--- config.mk ---
export PLATFORM = sky130hd
export DESIGN_NAME = bpsk_frame_sequencer_flat
export DESIGN_NICKNAME = d
export VERILOG_FILES = /design/src/rtl/bpsk_frame_sequencer_if.sv /design/src/rtl/bpsk_frame_sequencer.sv /design/src/flat_wrapper.sv
export SDC_FILE = /design/constraint.sdc
export NUM_CORES = 1
export LEC_CHECK = 0
export BUFFER_PORTS_ARGS = -buffer_cell sky130_fd_sc_hd__buf_2
export CAP_MARGIN = 20
export CORE_MARGIN = 5
export CORE_UTILIZATION = 57
export DETAILED_ROUTE_END_ITERATION = 10
export MAX_ROUTING_LAYER = met4
export PLACE_DENSITY = 0.78
export SLEW_MARGIN = 5
export SYNTH_ARGS = -nofsm -noshare
export SYNTH_HDL_FRONTEND = slang
export SYNTH_SLANG_ARGS = --single-unit
--- constraint.sdc ---
create_clock -name clk -period 2.45 [get_ports clk]
set_input_delay 0.49 -clock clk [delete_from_list [all_inputs] [get_ports clk]]
set_output_delay 0.49 -clock clk [all_outputs]
set_load 0.005 [all_outputs]
--- src/rtl/bpsk_frame_sequencer_if.sv ---
// Payload byte stream into the frame sequencer.
// The source holds s_data/s_valid; s_ready is a single-cycle accept strobe from the sink.
interface bpsk_frame_sequencer_if;
   logic [7:0] s_data;
   logic       s_valid;
   logic       s_ready;

   modport master (output s_data, output s_valid, input s_ready);
   modport slave  (input s_data, input s_valid, output s_ready);
endinterface

--- src/rtl/bpsk_frame_sequencer.sv ---
// BPSK framer: preamble then payload bits MSB first, SPS_DIV cycles per symbol; outputs lag each tick by one cycle.
// Payload bytes are pulled with a one-cycle s_ready strobe; a missing byte aborts the frame (underrun) rather than stalling.
module bpsk_frame_sequencer #(
   parameter int unsigned SPS_DIV      = 4,
   parameter int unsigned PREAMBLE_LEN = 16,
   parameter logic [15:0] PREAMBLE_PAT = 16'hAAAA
) (
   input  logic                        clk,
   input  logic                        rst,
   input  logic                        start,
   input  logic [7:0]                  payload_len,
   bpsk_frame_sequencer_if.slave       s_bus,
   output logic [3:0]                  sym_bit,
   output logic                        sym_stb,
   output logic                        tx_en,
   output logic                        busy,
   output logic                        done,
   output logic                        underrun
);

   typedef enum logic [1:0] {IDLE, PREAMBLE, PAYLOAD, DONE} state_t;

   localparam logic [7:0] CNT_LAST = 8'(SPS_DIV - 1);
   localparam logic [4:0] PRE_LEN  = 5'(PREAMBLE_LEN);

   state_t     state, state_n;
   logic [7:0] cnt, cnt_n;
   logic [4:0] pre_left, pre_left_n;
   logic [2:0] bit_idx, bit_idx_n;
   logic [7:0] byte_cnt, byte_cnt_n;
   logic [6:0] shift, shift_n;
   logic       sym_q, sym_n;
   logic       stb_n, tx_n, ur_n;
   logic       rdy;
   logic       sym_end;
   logic [3:0] pre_bit;

   assign sym_end = (cnt == CNT_LAST);
   assign pre_bit = 4'(pre_left - 5'd1);

   always_comb begin
      state_n    = state;
      cnt_n      = cnt;
      pre_left_n = pre_left;
      bit_idx_n  = bit_idx;
      byte_cnt_n = byte_cnt;
      shift_n    = shift;
      sym_n      = sym_q;
      stb_n      = 1'b0;
      tx_n       = tx_en;
      ur_n       = 1'b0;
      rdy        = 1'b0;
      case (state)
         IDLE: begin
            cnt_n = 8'd0;
            tx_n  = 1'b0;
            sym_n = 1'b0;
            if (start) begin
               state_n    = PREAMBLE;
               byte_cnt_n = payload_len;
               pre_left_n = PRE_LEN;
               bit_idx_n  = 3'd7;
            end
         end
         PREAMBLE: begin
            cnt_n = sym_end ? 8'd0 : cnt + 8'd1;
            if (cnt == 8'd0) begin
               sym_n      = PREAMBLE_PAT[pre_bit];
               stb_n      = 1'b1;
               tx_n       = 1'b1;
               pre_left_n = pre_left - 5'd1;
            end
            // pre_left reaches 0 only at the tick of the final preamble symbol
            if (sym_end && pre_left == 5'd0)
               state_n = (byte_cnt != 8'd0) ? PAYLOAD : DONE;
         end
         PAYLOAD: begin
            cnt_n = sym_end ? 8'd0 : cnt + 8'd1;
            if (cnt == 8'd0) begin
               stb_n     = 1'b1;
               tx_n      = 1'b1;
               bit_idx_n = bit_idx - 3'd1;
               if (bit_idx == 3'd7) begin
                  rdy = 1'b1;
                  if (s_bus.s_valid) begin
                     sym_n      = s_bus.s_data[7];
                     shift_n    = s_bus.s_data[6:0];
                     byte_cnt_n = byte_cnt - 8'd1;
                  end else begin
                     ur_n    = 1'b1;
                     stb_n   = 1'b0;
                     tx_n    = 1'b0;
                     sym_n   = 1'b0;
                     cnt_n   = 8'd0;
                     state_n = IDLE;
                  end
               end else begin
                  sym_n   = shift[6];
                  shift_n = {shift[5:0], 1'b0};
               end
            end
            // bit_idx back at 7 with no bytes left: the last bit has just finished its hold
            if (sym_end && bit_idx == 3'd7 && byte_cnt == 8'd0)
               state_n = DONE;
         end
         DONE: begin
            tx_n    = 1'b0;
            sym_n   = 1'b0;
            cnt_n   = 8'd0;
            state_n = IDLE;
         end
         default: begin
            state_n = IDLE;
         end
      endcase
   end

   always_ff @(posedge clk or posedge rst) begin
      if (rst) begin
         state    <= IDLE;
         cnt      <= 8'd0;
         pre_left <= 5'd0;
         bit_idx  <= 3'd0;
         byte_cnt <= 8'd0;
         shift    <= 7'd0;
         sym_q    <= 1'b0;
         sym_stb  <= 1'b0;
         tx_en    <= 1'b0;
         underrun <= 1'b0;
      end else begin
         state    <= state_n;
         cnt      <= cnt_n;
         pre_left <= pre_left_n;
         bit_idx  <= bit_idx_n;
         byte_cnt <= byte_cnt_n;
         shift    <= shift_n;
         sym_q    <= sym_n;
         sym_stb  <= stb_n;
         tx_en    <= tx_n;
         underrun <= ur_n;
      end
   end

   assign sym_bit       = {3'b000, sym_q};
   assign busy          = (state != IDLE);
   assign done          = (state == DONE);
   assign s_bus.s_ready = rdy;

endmodule

--- src/flat_wrapper.sv ---
// flat-port wrapper written by rule: the top's interface ports become plain ports
module bpsk_frame_sequencer_flat 
#(
   parameter int unsigned SPS_DIV      = 4,
   parameter int unsigned PREAMBLE_LEN = 16,
   parameter logic [15:0] PREAMBLE_PAT = 16'hAAAA
)
  (clk, rst, start, payload_len, sym_bit, sym_stb, tx_en, busy, done, underrun, s_bus_s_data, s_bus_s_valid, s_bus_s_ready);
  bpsk_frame_sequencer_if s_bus_i ();
  input  logic clk;
  input  logic rst;
  input  logic start;
  input  logic [7:0] payload_len;
  output logic [3:0] sym_bit;
  output logic sym_stb;
  output logic tx_en;
  output logic busy;
  output logic done;
  output logic underrun;
  input wire logic [$bits(s_bus_i.s_data)-1:0] s_bus_s_data;
  input wire logic [$bits(s_bus_i.s_valid)-1:0] s_bus_s_valid;
  output wire logic [$bits(s_bus_i.s_ready)-1:0] s_bus_s_ready;
  assign s_bus_i.s_data = s_bus_s_data;
  assign s_bus_i.s_valid = s_bus_s_valid;
  assign s_bus_s_ready = s_bus_i.s_ready;
  bpsk_frame_sequencer #(.SPS_DIV(SPS_DIV), .PREAMBLE_LEN(PREAMBLE_LEN), .PREAMBLE_PAT(PREAMBLE_PAT)) u_core (.clk(clk), .rst(rst), .start(start), .payload_len(payload_len), .s_bus(s_bus_i), .sym_bit(sym_bit), .sym_stb(sym_stb), .tx_en(tx_en), .busy(busy), .done(done), .underrun(underrun));
endmodule
Word level (Yosys, flattened, before mapping)

Memories as Yosys holds them, arrays and structs flattened.
Cells that the tools add are included.

Word-level logic and storage cells: 96
Input port bits: 20
Latch bits: 0
Output and inout bits: 10
Register bits: 37
Memories kept: 1
RAM bits: 0
ROM bits: 16

Memory list:

| name            | depth | bits a word | read ports | clocked after Yosys merged registers in | wr ports | RTL line                   | source |
|---|---|---|---|---|---|---|---|
| (no name shown) | 16    | 1           | 1          | 0                                       | 0        | bpsk_frame_sequencer.sv:68 | `sym_n = PREAMBLE_PAT[pre_bit];` |

Divide/modulo/power cells: 0
Mux-type cells: 47
$lt $le $gt $ge: 1
Shift-type cells: 0
Equal/unequal tests: 15
$add $sub $neg: 4
Multiply operators: 0
Bitwise operators: 0
Reductions and logical operators: 18

Operators by type and width:

| cell                                                               | number |
|---|---|
| 8-bit 2-to-1 mux                                                   | 8 |
| 8-bit one-hot mux with 3 select lines                              | 1 |
| 1-bit 2-to-1 mux                                                   | 19 |
| 8-bit logical NOT                                                  | 2 |
| 8-bit one-hot mux with 2 select lines                              | 1 |
| 7-bit 2-to-1 mux                                                   | 2 |
| 2-bit 2-to-1 mux                                                   | 6 |
| 5-bit 2-to-1 mux                                                   | 2 |
| 5-bit one-hot mux with 2 select lines                              | 1 |
| 5-bit AND reduction                                                | 2 |
| 3-bit AND reduction                                                | 3 |
| 8-bit by 1-bit adder with 8-bit output, second input constant      | 1 |
| 8-bit by 2-bit == test with 1-bit output, second input constant    | 1 |
| 2-bit by 1-bit != test with 1-bit output, second input constant    | 4 |
| 2-bit one-hot mux with 4 select lines                              | 1 |
| 8-bit nonzero test                                                 | 1 |
| 8-bit by 1-bit subtractor with 8-bit output, second input constant | 1 |
| 3-bit 2-to-1 mux                                                   | 2 |
| 2-bit != test, second input constant                               | 3 |
| 3-bit by 1-bit != test with 1-bit output, second input constant    | 2 |
| 1-bit one-hot mux with 3 select lines                              | 2 |
| 3-bit one-hot mux with 2 select lines                              | 1 |
| 2-bit nonzero test                                                 | 3 |
| 5-bit logical NOT                                                  | 1 |
| 12 further kinds                                                   | 15 |

Logic depth before layout (Yosys ltp)

Word-level depth: 6
Mapped depth: 9
Gate-level depth less buffers: 7

Least setup slack after synthesis

OpenSTA, ideal clock, no wires.

Path type: reg-to-output
From: register u_core.cnt[0]
To: output s_bus_s_ready
Slack: 244 ps
Cell stages (with the launch flop): 9
Buffers on the path: 2
Arrival: 1,716 ps
Data required time: 1,960 ps
Cells stage by stage: dfrtp_1 > inv_1 > ha_1 > nor3b_1 > and2_1 > clkbuf_1 > buf_2 > nand2_1 > nor2_1

Cells in the longest elaborated chain, start to end: 3

RTL lines:

| what                   | RTL line                    | source |
|---|---|---|
| from (decl)            | bpsk_frame_sequencer.sv:27  | `logic [7:0] cnt, cnt_n;` |
| from (signal assigned) | bpsk_frame_sequencer.sv:132 | `cnt <= cnt_n;` |
| 8-bit logical NOT      | bpsk_frame_sequencer.sv:79  | `if (cnt == 8'd0) begin` |
| 1-bit 2-to-1 mux       | bpsk_frame_sequencer.sv:79  |  |
| 1-bit 2-to-1 mux       | bpsk_frame_sequencer.sv:53  | `case (state)` |
| to (decl)              | flat_wrapper.sv:22          | `output wire logic [$bits(s_bus_i.s_ready)-1:0] s_bus_s_ready;` |

No other way between the ends.

Worst setup path after layout

From: register u_core.state[0]
To: register u_core.byte_cnt[2]

Cells in the longest elaborated chain, start to end: 3
Elaborated cells between the ends (all ways): 9
Classes of those cells: 5 x eq/ne; 1 x mux; 3 x reduce/logical

RTL lines:

| what                                                                       | RTL line                    | source |
|---|---|---|
| from (decl)                                                                | bpsk_frame_sequencer.sv:26  | `state_t state, state_n;` |
| from (signal assigned)                                                     | bpsk_frame_sequencer.sv:131 | `state <= state_n;` |
| 2-bit == test / 2-bit logical NOT (equally long branches)                  | bpsk_frame_sequencer.sv:53  |  |
| 2-bit by 1-bit != test with 1-bit output (no line) (tied with other cells) | -                           |  |
| 5-bit AND reduction (no line)                                              | -                           |  |
| to (signal assigned)                                                       | bpsk_frame_sequencer.sv:135 | `byte_cnt <= byte_cnt_n;` |
| to (decl)                                                                  | bpsk_frame_sequencer.sv:30  | `logic [7:0] byte_cnt, byte_cnt_n;` |

Several ways; a longest one is shown, not always the timed one.
A chain may end at the register's enable or synchronous reset.

==> flow_metrics.env <==
export IMPL_postCtsHoldBufs=0
export IMPL_fin_nets=303
export IMPL_grt_util_met1=0.257
export IMPL_startpoint_type="flop"
export IMPL_post_route_period_util=0.918
export IMPL_outcome="complete, no violations"
export IMPL_r2r_slack_ns=0.20
export IMPL_fp_dieArea_sq_mm=0.00516
export IMPL_wl_per_cell_um=14.1
export IMPL_p_leak_nw=1.17
export IMPL_tns_ns=0
export IMPL_report_final_hold_viol_count=0
export IMPL_r2r_end="u_core.byte_cnt[2]"
export IMPL_cpMaxStageDelayCell="a21oi_1"
export IMPL_skew_ns=0.00412
export IMPL_worst_pin_slew_ns=0.921
export IMPL_numPortBuffers=26
export IMPL_ys_flop_type="dfrtp_1"
export IMPL_layout_setup_ws_ns=0.202
export IMPL_syn_cell_area_sq_mm=0.00218
export IMPL_cts_root_buffer="clkbuf_8"
export IMPL_grt_max_degree=38
export IMPL_crit_top_cell="a21oi_1"
export IMPL_ctsHtreeMaxLevel=2
export IMPL_yosys_top_cells_count="37 x dfrtp_1, 25 x nand2_1, 22 x nor2_1, 21 x a21oi_1, 17 x o21ai_0"
export IMPL_yosys_area_share_simple=0.201
export IMPL_register_area_sq_um=926
export IMPL_num_rows=22
export IMPL_yosysWarnings=0
export IMPL_path_max_fanout=14
export IMPL_utilization=0.664
export IMPL_antenna_cells=0
export IMPL_max_stage_delay_ns=0.71
export IMPL_grt_pass1_vias=1787
export IMPL_ff2ff_path_depth=7
export IMPL_dr_pass1_iters=4
export IMPL_ctsResizeCount=0
export IMPL_setup_worst_path_end_class="flop"
export IMPL_drc=0
export IMPL_die_w_um=71.8
export IMPL_met2_usage=0.307
export IMPL_synthCells=243
export IMPL_track_usage=0.200
export IMPL_vias=1835
export IMPL_yosysMostFrequentCell="dfrtp_1"
export IMPL_hpwl_um=3280
export IMPL_synth_mux_area_frac=0.0511
export IMPL_synthXorXnorAreaFrac=0.0241
export IMPL_path_cells="inv_1, ha_1, nor2b_1, a21oi_1, nand2_1, o22ai_1, a21oi_1"
export IMPL_crit_family="compound AO/OA/AOI/OAI gates"
export IMPL_clock_fmax_mhz=445
export IMPL_use_met3=0.0365
export IMPL_p_per_area_mw_per_mm2=1210
export IMPL_arrival_ns=2.42
export IMPL_synthArstFlopShare=1.00
export IMPL_synth_enable_flop_cells=0
export IMPL_synth_top_area_cell="dfrtp_1"
export IMPL_area_delta_synth_final_pct=12.5
export IMPL_grt_pass1_wl_um=7990
export IMPL_critPathBufInv=1
export IMPL_drive_above_1_share=0.172
export IMPL_finalPower_mw=2.96
export IMPL_path_class="flop to flop"
export IMPL_cts_tree="built"
export IMPL_synth_top_area_frac=0.425
export IMPL_peakVddDrop_uv=591
export IMPL_drv_cap=0
export IMPL_place_congestion=0.922
export IMPL_synth_top_family_by_area="simple AND/OR/NAND/NOR gates"
export IMPL_coreArea_sq_mm=0.00369
export IMPL_rr_startpoint="u_core.state[0]"
export IMPL_grt_setup_unrepaired="false"
export IMPL_finalSetupViolCount=0
export IMPL_yosysSeqAreaShare=0.425
export IMPL_vias_per_cell=5.72
export IMPL_insertion_delay_ns=0.29
export IMPL_place_ws_ns=0.223
export IMPL_cp_depth=7
export IMPL_yosys_top_cells_area="dfrtp_1 43%, ha_1 6.3%, a21oi_1 4.8%"
export IMPL_busiest_layer="met2"
export IMPL_fillers=300
export IMPL_syn_avg_cell_area_sq_um=8.96
export IMPL_clockBufferDepth=2
export IMPL_die_h_um=71.8
export IMPL_ys_ff_latch=37
export IMPL_fin_crit_ns=2.25
export IMPL_cts_sinks=37
export IMPL_synth_compound_area_frac=0.179
export IMPL_antenna_found_initial=0
export IMPL_cts_buffers=5
export IMPL_gr_total_overflow=0
export IMPL_cts_clk_slew_worst_paths_ns=0.07
export IMPL_synthAdderAreaFrac=0.0632
export IMPL_start_util=0.590
export IMPL_multiInputGateArea_sq_mm=0.00114
export IMPL_synth_cell_types=47
export IMPL_hold_class="input pin to asynchronous set/reset pin"
export IMPL_io_pins=30
export IMPL_post_cts_setup_buffers=0
export IMPL_slew_headroom=0.386
export IMPL_drv_slew=0
export IMPL_ant_nets=0
export IMPL_wl_um=4530
export IMPL_critical_path_required_ns=2.62
export IMPL_initialDrtViolationCount=127
tightest hold or removal path, stage by stage:
cell and delay [ns]:
buf_2 0.10, inv_1 0.04, buf_4 0.40
routing by layer:
layer,routed length (um),vias up
met5,0,-
met2,2100,42
li1,-,916
met3,168,12
met4,118,0
met1,2140,865
per-stage QoR:
stage	hold WS [ns]	instance area (sq um)	cells
final	0.297	2450	321
after CTS	0.311	2440	321
after global routing	0.351	2450	321
after detailed placement	0.470	2360	313
after global placement	0.464	2360	313
after floorplan	0.450	2180	245
registers in the layout, indices dropped and copies added, names as in the netlist:
name	flops
u_core.bit_idx	3
u_core.byte_cnt	8
u_core.cnt	8
u_core.pre_left	5
u_core.shift	7
u_core.state	2
u_core.sym_q	1
u_core.sym_stb	1
u_core.tx_en	1
u_core.underrun	1
power breakdown:
group / total (mW) / internal, mW / switching, mW
logic: 1.51 / 0.639 / 0.871
clock network: 0.409 / 0.197 / 0.212
registers: 1.04 / 0.842 / 0.200
cell type report:
class,instances,share of cell area
multi-input combinational,181,0.468
sequential,37,0.378
timing repair buffer,33,0.0746
clock buffer,6,0.0296
tap,48,0.0245
inverter,14,0.0215
clock inverter,2,0.00409
kinds of logic (layout without fill, tap and decap cells):
| group | Yosys count | after routing |
|---|---|---|
| AO/OA/AOI/OAI | 64 | 64 |
| XOR/XNOR | 6 | 6 |
| adder cells (fa/ha/maj) | 11 | 11 |
| buffers and inverters | 27 | 55 |
| flip-flops | 37 | 37 |
| multiplexers | 11 | 11 |
| other | 1 | 3 |
| AND/OR/NAND/NOR | 86 | 86 |
worst max path at each step:
stage                    start                 end  slack (ns)
6_report       u_core.state[0]  u_core.byte_cnt[2]        0.20
5_1_grt        u_core.state[0]  u_core.byte_cnt[2]        0.01
4_1_cts          u_core.cnt[0]       s_bus_s_ready        0.17
3_5_place_dp   u_core.state[0]  u_core.byte_cnt[7]        0.22
3_3_place_gp   u_core.state[0]  u_core.byte_cnt[7]        0.27
2_1_floorplan    u_core.cnt[0]       s_bus_s_ready        0.24
cell usage in the layout, fill, tap and decap left out, drive strengths merged, types with 4 or more instances in the layout:
cell / n
nor4: 4
a21oi: 21
xor2: 5
inv: 14
and3: 6
o22ai: 4
clkbuf: 6
nor2: 22
buf: 33
nand3: 11
dfrtp: 37
o21ai: 19
mux2i: 10
ha: 11
nand2: 25
o22a: 4
(Power assumes the default switching activity.)
